$ cat config.mk
export PLATFORM = sky130hd
export DESIGN_NAME = vend_coin_payer
export DESIGN_NICKNAME = d
export VERILOG_FILES = /design/src/rtl/vend_pkg.sv /design/src/rtl/vend_cycle_counter.sv /design/src/rtl/vend_coin_payer.sv
export SDC_FILE = /design/constraint.sdc
export NUM_CORES = 1
export LEC_CHECK = 0
export ABC_AREA = 1
export ABC_CLOCK_PERIOD_IN_PS = 3350
export BUFFER_PORTS_ARGS = -buffer_cell sky130_fd_sc_hd__buf_2
export CORE_MARGIN = 3
export CORE_UTILIZATION = 56
export DETAILED_ROUTE_END_ITERATION = 8
export MAX_ROUTING_LAYER = met4
export PLACE_DENSITY = 0.78
export RECOVER_POWER = 100
export SETUP_SLACK_MARGIN = 0.1
export SKIP_CTS_REPAIR_TIMING = 1
export SYNTH_ARGS = -nofsm -noshare
export SYNTH_HDL_FRONTEND = slang
export SYNTH_SLANG_ARGS = --single-unit
$ cat constraint.sdc
create_clock -name clk -period 3.35 [get_ports clk]
set_input_delay 0.67 -clock clk [delete_from_list [all_inputs] [get_ports clk]]
set_output_delay 0.67 -clock clk [all_outputs]
set_load 0.02 [all_outputs]
$ cat src/rtl/vend_pkg.sv
// Shared definitions for the coin payer: coin values, coin policies, payer states.
package vend_pkg;

  localparam int unsigned COIN5         = 5;
  localparam int unsigned COIN10        = 10;
  localparam int unsigned PRICE_DEFAULT = 15;

  typedef enum logic [1:0] {
    MODE_ALL5  = 2'd0,
    MODE_EXACT = 2'd1,
    MODE_ALL10 = 2'd2
  } vend_mode_t;

  typedef enum logic [2:0] {
    IDLE,
    COIN,
    GAP,
    WAIT,
    DONE
  } payer_state_t;

  // Coin policy: returns 1 when the next coin should be a 10, 0 for a 5.
  // Encoding 3 is not a named policy and falls through to all-5s.
  function automatic logic pick_ten(input logic [1:0] mode, input logic [5:0] remaining);
    if (mode == MODE_ALL10) return 1'b1;
    if (mode == MODE_EXACT) return (remaining >= 6'(COIN10));
    return 1'b0;
  endfunction

endpackage

$ cat src/rtl/vend_cycle_counter.sv
// 4-bit loadable down-counter; holds at zero. Shared by the gap and timeout phases.
module vend_cycle_counter (
  input  logic       clk,
  input  logic       reset,
  input  logic       load,
  input  logic       dec,
  input  logic [3:0] value,
  output logic       zero
);

  logic [3:0] count;

  // Load has priority over decrement; decrement stops at zero.
  always_ff @(posedge clk) begin
    if (reset)                    count <= '0;
    else if (load)                count <= value;
    else if (dec && count != '0)  count <= count - 4'd1;
  end

  assign zero = (count == '0);

endmodule

$ cat src/rtl/vend_coin_payer.sv
// Customer-side coin driver: pays PRICE as single-cycle rs5/rs10 pulses,
// then checks the machine's vend and change response.
module vend_coin_payer
  import vend_pkg::*;
#(
  parameter int unsigned PRICE    = PRICE_DEFAULT,
  parameter int unsigned COIN_GAP = 1,
  parameter int unsigned TIMEOUT  = 8
) (
  input  logic       clk,
  input  logic       reset,
  input  logic       start,
  input  logic [1:0] mode,
  output logic       ready,
  output logic       rs5,
  output logic       rs10,
  input  logic       item1,
  input  logic       rs5out,
  output logic       done,
  output logic       error,
  output logic       change_rcvd,
  output logic [5:0] paid
);

  localparam logic [5:0] PRICE6    = 6'(PRICE);
  localparam logic [3:0] GAP_LOAD  = (COIN_GAP == 0) ? 4'd0 : 4'(COIN_GAP - 1);
  localparam logic [3:0] WAIT_LOAD = 4'(TIMEOUT - 1);

  payer_state_t state;
  logic [1:0]   mode_q;

  logic [1:0] coin_mode;
  logic [5:0] base;
  logic [5:0] coin_add;
  logic [6:0] sum;
  logic [5:0] paid_next;
  logic [5:0] over;
  logic       next_ten;
  logic       reached;
  logic       vend_bad;
  logic       cnt_load;
  logic       cnt_dec;
  logic       cnt_zero;
  logic [3:0] cnt_value;

  // Next-coin choice and running-total arithmetic. Coins are registered on
  // the edge that enters COIN, so the coin is visible for exactly the COIN cycle;
  // from IDLE the total restarts from zero with the live mode input.
  always_comb begin
    coin_mode = (state == IDLE) ? mode : mode_q;
    base      = (state == IDLE) ? '0 : paid;
    next_ten  = pick_ten(coin_mode, PRICE6 - base);
    coin_add  = next_ten ? 6'(COIN10) : 6'(COIN5);
    sum       = {1'b0, base} + {1'b0, coin_add};
    paid_next = sum[6] ? '1 : sum[5:0];
    reached   = (paid >= PRICE6);
    over      = paid - PRICE6;
    vend_bad  = (rs5out != (over == 6'd5)) || (over > 6'd5);
    // Loaded during the coin cycle: gap length if more coins follow, else timeout.
    cnt_load  = (state == COIN);
    cnt_value = reached ? WAIT_LOAD : GAP_LOAD;
    cnt_dec   = (state == GAP) || (state == WAIT);
  end

  vend_cycle_counter u_cnt (
    .clk   (clk),
    .reset (reset),
    .load  (cnt_load),
    .dec   (cnt_dec),
    .value (cnt_value),
    .zero  (cnt_zero)
  );

  // Payer FSM with registered outputs; coin and done outputs default low each cycle.
  always_ff @(posedge clk) begin
    if (reset) begin
      state       <= IDLE;
      mode_q      <= '0;
      ready       <= 1'b1;
      rs5         <= 1'b0;
      rs10        <= 1'b0;
      done        <= 1'b0;
      error       <= 1'b0;
      change_rcvd <= 1'b0;
      paid        <= '0;
    end else begin
      rs5  <= 1'b0;
      rs10 <= 1'b0;
      done <= 1'b0;
      case (state)
        IDLE: begin
          if (start) begin
            mode_q      <= mode;
            error       <= 1'b0;
            change_rcvd <= 1'b0;
            ready       <= 1'b0;
            paid        <= paid_next;
            rs10        <= next_ten;
            rs5         <= ~next_ten;
            state       <= COIN;
          end
        end
        COIN: begin
          if (item1) begin
            error <= 1'b1;
            done  <= 1'b1;
            state <= DONE;
          end else if (reached) begin
            state <= WAIT;
          end else if (COIN_GAP == 0) begin
            paid  <= paid_next;
            rs10  <= next_ten;
            rs5   <= ~next_ten;
          end else begin
            state <= GAP;
          end
        end
        GAP: begin
          if (item1) begin
            error <= 1'b1;
            done  <= 1'b1;
            state <= DONE;
          end else if (cnt_zero) begin
            paid  <= paid_next;
            rs10  <= next_ten;
            rs5   <= ~next_ten;
            state <= COIN;
          end
        end
        WAIT: begin
          if (item1) begin
            change_rcvd <= rs5out;
            error       <= vend_bad;
            done        <= 1'b1;
            state       <= DONE;
          end else if (cnt_zero) begin
            error <= 1'b1;
            done  <= 1'b1;
            state <= DONE;
          end
        end
        DONE: begin
          ready <= 1'b1;
          state <= IDLE;
        end
        default: begin
          ready <= 1'b1;
          state <= IDLE;
        end
      endcase
    end
  end

endmodule

# Word level (Yosys, flattened, before mapping)
# Cells that the tools add are included.
# totals
inputBits	7
word_cells	97
output_inout_bits	12
reg_bits	21
# op_classes
addsub	4
muxes	46
n_reduce_logical	18
eq_ne	14
bitwise	2
order_cmp	3
# op_table
cell	n
6-bit 2-to-1 mux	5
1-bit 2-to-1 mux	22
3-bit 2-to-1 mux	7
6-bit by 4-bit greater-or-equal comparator with 1-bit output (second input constant)	2
4-bit 2-to-1 mux	3
3-bit one-hot mux with 4 select lines	1
6-bit one-hot mux with 2 select lines	1
1-bit one-hot mux with 2 select lines	5
2-bit inequality test (second input constant)	4
4-bit AND reduction	2
6-bit by 4-bit adder with 7-bit output	1
3-bit by 2-bit == test with 1-bit output (second input constant)	2
6-bit by 3-bit == test with 1-bit output (second input constant)	1
6-bit by 3-bit greater-than comparator with 1-bit output (second input constant)	1
3-bit inequality test (second input constant)	2
3-bit AND reduction	2
2-bit nonzero test	3
4-bit by 6-bit subtractor with 6-bit output (first input constant)	1
6-bit by 4-bit subtractor with 6-bit output (second input constant)	1
4-bit zero test	1
2-bit AND reduction	2
4-bit nonzero test	1
4-bit by 1-bit subtractor with 4-bit output (second input constant)	1
3-bit by 1-bit == test with 1-bit output (second input constant)	1
13 further kinds	15

# Logic depth before layout (Yosys ltp)
# Gate-level depths: netlist of the first run.
# depth
depth_word	13
depth_mapped	20
mapped_depth_nobuf	20

# Cells and area by module
# A second synthesis of the first run with hierarchy kept.
# hier_totals
cells_unflattened	199
area_unflattened_um2	1411.4
# modules_own_cells
mod	cells_each	area_each_um2	seq_area_each_um2	n_inst
vend_coin_payer	158	1137.3	340.3	1
vend_cycle_counter	41	274.0	80.1	1

# Worst setup path before layout of the first run
# OpenSTA, ideal clock, no wires.
# synth_timing
path_kind	register to register
startpoint	reg state[2]
endpoint	reg paid[5]
path_slack_ps	667
arrival_time_ps	2628
stages_incl_launch_ff	20
path_buffers	0
setup_ps	56
required_ps	3294
synth_period_minus_slack_ps	2683
cell_sequence	dfxtp_1 > nor2_4 > nand2_4 > inv_4 > nor2_1 > inv_1 > ha_1 > nand2_1 > nand2_1 > nand2_1 > inv_1 > ha_1 > inv_1 > fa_1 > nand3b_1 > a21boi_0 > nor2_4 > nand3_1 > nand2_1 > inv_1
# synth_via
elab_chain_len	13
elab_cells_between_ends	26
classes_between	add/sub (2); order compare (1); eq/ne (6); mux (14); reduce/logical (3)
# synth_rtl
item	line	source
start, declared	vend_coin_payer.sv:29	payer_state_t state;
start signal, assigned	vend_coin_payer.sv:77	state <= IDLE;
start signal, assigned	vend_coin_payer.sv:100	state <= COIN;
start signal, assigned	vend_coin_payer.sv:107	state <= DONE;
3-bit zero test	vend_coin_payer.sv:50, vend_coin_payer.sv:51, vend_coin_payer.sv:90	
6-bit 2-to-1 mux or 2-bit 2-to-1 mux (tied branches)	vend_coin_payer.sv:51, vend_coin_payer.sv:50	
4-bit by 6-bit subtractor with 6-bit output or 2-bit by 1-bit == test with 1-bit output (tied branches)	vend_coin_payer.sv:52, vend_pkg.sv:26	
6-bit by 4-bit greater-or-equal comparator with 1-bit output or 1-bit 2-to-1 mux (tied branches)	vend_pkg.sv:26	if (mode == MODE_EXACT) return (remaining >= 6'(COIN10));
1-bit 2-to-1 mux	vend_pkg.sv:26	
1-bit 2-to-1 mux	vend_pkg.sv:27	return 1'b0;
1-bit 2-to-1 mux	vend_pkg.sv:26	
4-bit 2-to-1 mux	vend_coin_payer.sv:53	coin_add = next_ten ? 6'(COIN10) : 6'(COIN5);
6-bit by 4-bit adder with 7-bit output	vend_coin_payer.sv:54	sum = {1'b0, base} + {1'b0, coin_add};
6-bit 2-to-1 mux	vend_coin_payer.sv:55	paid_next = sum[6] ? '1 : sum[5:0];
6-bit 2-to-1 mux	vend_coin_payer.sv:123	end else if (cnt_zero) begin
6-bit 2-to-1 mux	vend_coin_payer.sv:119	if (item1) begin
6-bit one-hot mux with 2 select lines	vend_coin_payer.sv:90	case (state)
end signal, assigned	vend_coin_payer.sv:97	paid <= paid_next;
end signal, assigned	vend_coin_payer.sv:111	paid <= paid_next;
end signal, assigned	vend_coin_payer.sv:124	paid <= paid_next;
end, declared	vend_coin_payer.sv:22	output logic [5:0] paid
# Parallel ways exist; a longest one is shown, timed or not. The select of a mux whose other input is x is not followed.
# A chain may end at the register's enable or synchronous reset.

# Final worst setup path of the first run
# layout_timing
startpoint	reg state[1]
endpoint	reg paid[5]
# The elaborated chain is that of the path after synthesis.

==> summary.md, run 1 <==
| Metric | Value |
|---|---|
| Data required time of the critical path | 3.60 ns |
| Die X-Extent | ~54 µm |
| Number of setup violations in the final report | 0 |
| Starting utilization of the core area | between 60% and 70% |
| Critical Setup Path Class | reg -> reg |
| Relative max-transition margin | 42.6% |
| Synthesized instance count | 198 |
| Layout area overhead | 9.32% |
| Fraction of the mapped netlist area in compound gates | 17.8% |
| Number of DRC violations after detailed-routing iteration 0 | 43 |
| Htree depth | 1 |
| Routed len/inst | 12.6 µm |
| Crit share post-route | 88.3% |
| Sequential cell area fraction in the yosys report | a little under a third |
| DPL Wire Length | 2.42 mm |
| Multi-input combinational cell area | ~760 µm² |
| DRT Wirelength | 3.09 mm |
| Final net count | 234 |
| Sequential Area | 420 µm² |
| DR vias/cell | 5.41 |
| Share of final-layout standard cells stronger than drive strength 1 | 8.26% |
| Total standard cell area after synthesis | 1320 µm² |
| Worst Hold Slack | 0.474 ns |
| Core Area | about 2100 µm² |
| Setup slack of the critical path after layout | 0.391 ns |
| Via count | 1326 |
| Largest net degree at the start of global routing | 13 |
| Async SR Flop Fraction | 0% |
| Fmax achieved | between 0.3 and 0.4 GHz |
| Capturing element type of the critical path | flop |
| Commonest register cell after synthesis | sky130_fd_sc_hd__dfxtp_1 |
| Fill cell total of the finished layout | slightly above 200 |
| Number of global-route vias before repair | 1277 |
| Fin. max-slew vios | 0 |
| Diodes inserted | 0 |
| Synth Area in XOR/XNOR | 1.33% |
| Length of the first detailed-routing pass in iterations | 4 |
| Pwr dens | 525 nW/µm² |
| Port buffer count | 18 |
| Overflow left after global routing | 0 |
| Wire length of the first global-routing pass | around 5.3 mm |
| CTS tree | done |
| Critical Path Fanout Max | 7 |
| Clock network latency to the later pin of the worst-skew pair | 0.31 ns |
| Fraction of the mapped netlist area in simple logic gates | 30.6% |
| Power after layout | 0.755 mW |
| DR DRC count | 0 |
| Classification of the worst-slack hold path | reg -> reg |
| Root cell of the clock tree | sky130_fd_sc_hd__clkbuf_4 |
| Num CTS Buffers | 3 |
| Overall Global Routing Usage | 25.6% |
| CTS clock-pin slew for the worst setup and hold paths | 0.12 ns |
| Multiplexer share of the synthesized area | 0% |
| Die boundary height | 54.5 µm |
| Worst EP arrival | 3.21 ns |
| Maximum buffer depth of the clock tree | 2 |
| Full die area | 2970 µm² |
| Synth warn | 0 |
| Worst Clk Skew | 0.0152 ns |
| Combinational family with the most area after synthesis | simple AND/OR/NAND/NOR gates |
| Flops & latches, synth | 21 |
| Setup repair after global routing missed its margin | false |
| Total of max-cap violations | 0 |
| Antenna violations before repair | 0 |
| Final-layout setup total negative slack | 0 ns |
| Startpoint type of the worst setup path | flop |
| Unique cell type count in the Yosys netlist | 31 |
| Placement Setup Slack | between 0.3 and 0.4 ns |
| Gpl congestion | 0.878 |
| Mapped Nets | 213 |
| Row Count | 16 |
| Antenna viol nets, final | 0 |
| TritonCTS sink count | 21 |
| Slew at the pin with the worst max-slew slack | 0.852 ns |
| Time the worst path needs with I/O delays and setup | 2.96 ns |
| LEAKAGE | 0.670 nW |
| Number of flops mapped to enable cells by yosys | 0 |
| Post-synthesis area per instance | ~6.6 µm² |
| Count of boundary I/O pins | 19 |
| Adder-cell share of the synthesized area | 8.17% |
| Final-report hold violation count | 0 |
| Worst IR drop on VDD | 0.401 mV |
| Run status | complete, no violations |
[cell usage after synthesis, types with 2 or more instances]
library cell / n / share of area, %
sky130_fd_sc_hd__a21oi_1: 18 / 6.8
sky130_fd_sc_hd__nor2_1: 22 / 6.3
sky130_fd_sc_hd__ha_1: 7 / 6.7
sky130_fd_sc_hd__o21ai_1: 2 / 0.76
sky130_fd_sc_hd__inv_1: 31 / 8.8
sky130_fd_sc_hd__clkbuf_1: 2 / 0.57
sky130_fd_sc_hd__nor2_4: 3 / 2.6
sky130_fd_sc_hd__nand3_1: 11 / 4.2
sky130_fd_sc_hd__nor3_1: 2 / 0.76
sky130_fd_sc_hd__o21ai_0: 16 / 6.1
sky130_fd_sc_hd__nor2_2: 2 / 0.95
sky130_fd_sc_hd__dfxtp_1: 21 / 32
sky130_fd_sc_hd__nand2_1: 43 / 12
[registers in the layout, summed over array words and instances, names as in the netlist]
name and count:
rs10 1, ready 1, error 1, mode_q 2, done 1, paid 6
state 3, change_rcvd 1, u_cnt.count 4, rs5 1
[cell usage in the layout, fill, tap and decap left out]
cell / Yosys / final
sky130_fd_sc_hd__nand3_1: 11 / 11
sky130_fd_sc_hd__clkbuf_4: 0 / 3
sky130_fd_sc_hd__clkbuf_1: 2 / 14
sky130_fd_sc_hd__nor2_2: 2 / 2
sky130_fd_sc_hd__inv_4: 1 / 1
sky130_fd_sc_hd__nand2_2: 1 / 1
sky130_fd_sc_hd__nand2_1: 43 / 43
sky130_fd_sc_hd__o21ai_1: 2 / 2
sky130_fd_sc_hd__or2_2: 1 / 1
sky130_fd_sc_hd__buf_2: 0 / 5
sky130_fd_sc_hd__nor2_4: 3 / 3
sky130_fd_sc_hd__ha_1: 7 / 7
sky130_fd_sc_hd__fa_1: 1 / 1
sky130_fd_sc_hd__dfxtp_1: 21 / 21
sky130_fd_sc_hd__a211oi_1: 1 / 1
sky130_fd_sc_hd__o311ai_0: 1 / 1
sky130_fd_sc_hd__inv_1: 31 / 32
sky130_fd_sc_hd__nand3_2: 1 / 1
sky130_fd_sc_hd__nand4_1: 1 / 1
sky130_fd_sc_hd__nor3_1: 2 / 2
sky130_fd_sc_hd__nor2_1: 22 / 22
sky130_fd_sc_hd__xnor2_1: 1 / 1
sky130_fd_sc_hd__nand2_4: 1 / 1
sky130_fd_sc_hd__nand3b_1: 1 / 1
sky130_fd_sc_hd__a21boi_1: 0 / 1
sky130_fd_sc_hd__a21oi_1: 18 / 18
sky130_fd_sc_hd__xor2_1: 1 / 1
sky130_fd_sc_hd__o21ai_0: 16 / 17
sky130_fd_sc_hd__a31oi_1: 1 / 1
sky130_fd_sc_hd__o21a_1: 1 / 1
sky130_fd_sc_hd__a21o_1: 1 / 1
[area by class of cell]
class	instances	share of cell area, %
multi-input cells	142	52.7
inverters	33	8.78
repair buffers	18	5.13
well taps	27	2.35
flip-flops and latches	21	29.2
clock buffers	4	1.83
[kinds of logic (layout without fill, tap and decap cells)]
logic type	count (synthesis)	count (layout)
buf+inv	35	55
simple gates	89	89
flops	21	21
fa+ha+maj	8	8
compound gates	43	43
xor+xnor	2	2
[worst max-delay path, cell delays in order (launching register included)]
cell	delay, ns
sky130_fd_sc_hd__dfxtp_1	0.38
sky130_fd_sc_hd__inv_1	0.19
sky130_fd_sc_hd__nand2_4	0.11
sky130_fd_sc_hd__inv_4	0.11
sky130_fd_sc_hd__nor2_1	0.08
sky130_fd_sc_hd__inv_1	0.06
sky130_fd_sc_hd__ha_1	0.13
sky130_fd_sc_hd__nand2_1	0.05
sky130_fd_sc_hd__nand2_1	0.07
sky130_fd_sc_hd__nand2_1	0.11
sky130_fd_sc_hd__inv_1	0.15
sky130_fd_sc_hd__ha_1	0.19
sky130_fd_sc_hd__inv_1	0.07
sky130_fd_sc_hd__fa_1	0.43
sky130_fd_sc_hd__nand3b_1	0.20
sky130_fd_sc_hd__a21boi_1	0.29
sky130_fd_sc_hd__nor2_4	0.09
sky130_fd_sc_hd__nand3_1	0.09
sky130_fd_sc_hd__nand2_1	0.05
sky130_fd_sc_hd__inv_1	0.04
[per-stage QoR]
| stage | utilization (%) | cells | cell area, µm² |
|---|---|---|---|
| 4_1_cts | 70.1 | 245 | 1460 |
| 3_5_place_dp | 68.8 | 241 | 1430 |
| 3_3_place_gp | 68.8 | 241 | 1430 |
| 6_report | 69.1 | 245 | 1440 |
| 2_1_floorplan | - | 198 | 1320 |
| 5_1_grt | 69.1 | 245 | 1440 |
[metal layers]
layer  up-vias  wire length [µm]  global-route usage [%]
met5         -                 0                       -
li1        675                 -                       -
met3         8               234                    6.27
met2        51              1380                    41.2
met1       592              1430                    30.9
met4         0                51                    9.13
[worst paths after layout]
| kind | from | to | slack [ns] | cells after the start |
|---|---|---|---|---|
| worst min register to register | error | error | 0.47 | 2 |
| worst min-delay path | error | error | 0.47 | 2 |
| worst max register to register | state[1] | paid[5] | 0.39 | 19 |
| worst max-delay path | state[1] | paid[5] | 0.39 | 19 |
[power by group]
group | total [mW] | internal, mW | switching (mW)
sequential | 0.318 | 0.283 | 0.0344
combinational | 0.315 | 0.106 | 0.209
clock | 0.122 | 0.0465 | 0.0759
Note: power is estimated with default switching activity, not from simulation.
==> run 2, diff against run 1 <==
--- a/config.mk
+++ b/config.mk
@@ -11,8 +11,7 @@
 export CORE_MARGIN = 3
 export CORE_UTILIZATION = 56
 export DETAILED_ROUTE_END_ITERATION = 8
-export MAX_ROUTING_LAYER = met4
-export PLACE_DENSITY = 0.78
+export PLACE_DENSITY = 0.76
 export RECOVER_POWER = 100
 export SETUP_SLACK_MARGIN = 0.1
 export SKIP_CTS_REPAIR_TIMING = 1
==> run 2 against run 1 <==
Compared with the run above:
- via count fell by 1.4%
- power increased by 0.57%
- hold slack lost 0.0010 ns
- cell area shrank 0.78%
- global-route usage fell by 1.9 points
- clock-buffer cell count shrank 1
- core utilization down 0.54 points
- fmax up 2.7%
- clock power rose by 9%
- first-iteration DRC count fell by 12%
- critical endpoint unchanged
- largest power group unchanged
==> summary.md, run 2 (same netlist as run 1, synthesis figures left out) <==
| Metric | Value |
|---|---|
| Crit share post-route | 86.0% |
| Final net count | 234 |
| Most frequent cells in the layout | sky130_fd_sc_hd__nand2_1, sky130_fd_sc_hd__inv_1, sky130_fd_sc_hd__nor2_1 |
| Critical Setup Path Class | reg -> reg |
| CP delay by family, top | simple AND/OR/NAND/NOR gates |
| DR vias/cell | 5.34 |
| Launch instance of the worst min-delay path | error |
| Startpoint type of the worst setup path | flop |
| Core Area | 2080 µm² |
| Overall Global Routing Usage | 23.6% |
| Antenna viol nets, final | 0 |
| Fmax achieved | 0.347 GHz |
| Launching element of the worst setup path | state[1] |
| Worst EP arrival | 3.12 ns |
| Gpl congestion | between 0.8 and 0.9 |
| Slew at the pin with the worst max-slew slack | 0.731 ns |
| CTS tree | done |
| Relative max-transition margin | between 50% and 60% |
| Setup repair after global routing missed its margin | false |
| Count of placed standard cells in the final layout, fillers left out | 245 |
| Starting utilization of the core area | ~63% |
| Largest net degree at the start of global routing | 13 |
| Most common cell type on the critical path | sky130_fd_sc_hd__inv_1 |
| Port buffer count | 18 |
| Antenna violations before repair | 0 |
| Count of boundary I/O pins | 19 |
| LEAKAGE | 0.670 nW |
| Maximum buffer depth of the clock tree | 2 |
| Total of max-cap violations | 0 |
| Fin. max-slew vios | 0 |
| Crit path largest cell delay | 0.45 ns |
| Row Count | 16 |
| Routed len/inst | ~12 µm |
| Worst-path cell chain | inv_1, nand2_4, inv_4, nor2_1, inv_1, ha_1, nand2_1, nand2_1, nand2_1, inv_1, ha_1, inv_1, fa_1, nand3b_1, a21boi_1, nor2_1, nand3_1, nand2_1, inv_1 |
| Post-Layout Inst Area | 1430 µm² |
| Area after DPL | between 1000 and 1500 µm² |
| Number of setup violations in the final report | 0 |
| Root cell of the clock tree | sky130_fd_sc_hd__clkbuf_4 |
| Length of the first detailed-routing pass in iterations | 4 |
| Power after layout | around 0.76 mW |
| Classification of the worst-slack hold path | reg -> reg |
| Worst Hold Depth | 2 |
| Total routed wire length on the met1 layer | 1.48 mm |
| Worst IR drop on VDD | 0.442 mV |
| Met2 routed wirelength | 1.34 mm |
| Capturing element type of the critical path | flop |
| Data required time of the critical path | approximately 3.6 ns |
| Run status | complete, no violations |
| DPL Wire Length | roughly 2.3 mm |
| Critical Path Fanout Max | 7 |
| Number of global-route vias before repair | 1191 |
| Core utilization of the finished layout | 68.6% |
| DR DRC count | 0 |
| TritonCTS sink count | 21 |
| Met3 layer wire length in the routed design | 189 µm |
| Time the worst path needs with I/O delays and setup | just under 3 ns |
| Htree depth | 1 |
| Placement Setup Slack | 0.399 ns |
| Full die area | 2970 µm² |
| Worst Reg2Reg Path Length in Cells | 19 |
| Worst Hold Slack | 0.473 ns |
| Share of final-layout standard cells stronger than drive strength 1 | 7.80% |
| Via count | 1308 |
| Die boundary height | around 54 µm |
| Flip-flop count of the largest register, all copies and words added | 6 |
| Count of buffering cells on the critical path with inverters included | 6 |
| Count of cell instances traversed by the critical path | 19 |
| Worst Clk Skew | 0.00200 ns |
| Wire length of the first global-routing pass | a little over 5 mm |
| Setup slack of the critical path after layout | 0.468 ns |
| Layout area overhead | 8.46% |
| Number of DRC violations after detailed-routing iteration 0 | 38 |
| Final-layout setup total negative slack | 0 ns |
| CTS clock-pin slew for the worst setup and hold paths | 0.13 ns |
| Top Registers | paid (6), u_cnt.count (4), state (3) |
| Pwr dens | approximately 530 nW/µm² |
| Num CTS Buffers | 3 |
| Die X-Extent | ~54 µm |
| Leading cell type in the layout, fill and taps excluded | sky130_fd_sc_hd__nand2_1 |
| Overflow left after global routing | 0 |
| Number of placed instances, taps included | 241 |
| Top routing layer in use | met4 |
| Largest Register | paid |
| DRT Wirelength | 3.05 mm |
| Reg-to-reg critical path startpoint | state[1] |
| Clock network latency to the later pin of the worst-skew pair | around 0.32 ns |
| Diodes inserted | 0 |
| Final-report hold violation count | 0 |
| Crit path max-delay cell type | sky130_fd_sc_hd__dfxtp_1 |
==> run 2: changes by cell type in the layout (fill, tap and decap cells not counted), sizes merged <==
cell	change
clkbuf	-1
clkinv	+1
==> run 2: report_power, final <==
part           switching (mW)  leakage [nW]  internal, mW
Combinational           0.206         0.480         0.104
Clock                  0.0882        0.0177        0.0447
Sequential             0.0338         0.173         0.283
Total                   0.328         0.670         0.432
==> run 2: layer usage <==
metal  up-vias  track usage, %
met3         4            2.45
met2        38            39.2
met1       590            30.8
li1        676               -
met4         0            10.4
met5         -               0
==> run 2: layout make-up <==
cell class              count  area (µm²)
inverters                  33         126
clock buffers               3        22.5
multi-input cells         142         746
well taps                  27        33.8
clock inverters             1        5.00
flip-flops and latches     21         420
fillers                   211         654
repair buffers             18        73.8
==> run 2: final timing paths <==
check / to / slack, ns
worst max-delay path: paid[5] / 0.47
worst min-delay path: error / 0.47
worst max register to register: paid[5] / 0.47
worst min register to register: error / 0.47
==> run 2: worst min-delay path: stages, from the launching register on <==
cell and delay (ns):
sky130_fd_sc_hd__dfxtp_1 0.33, sky130_fd_sc_hd__nand2_1 0.06, sky130_fd_sc_hd__a21oi_1 0.05
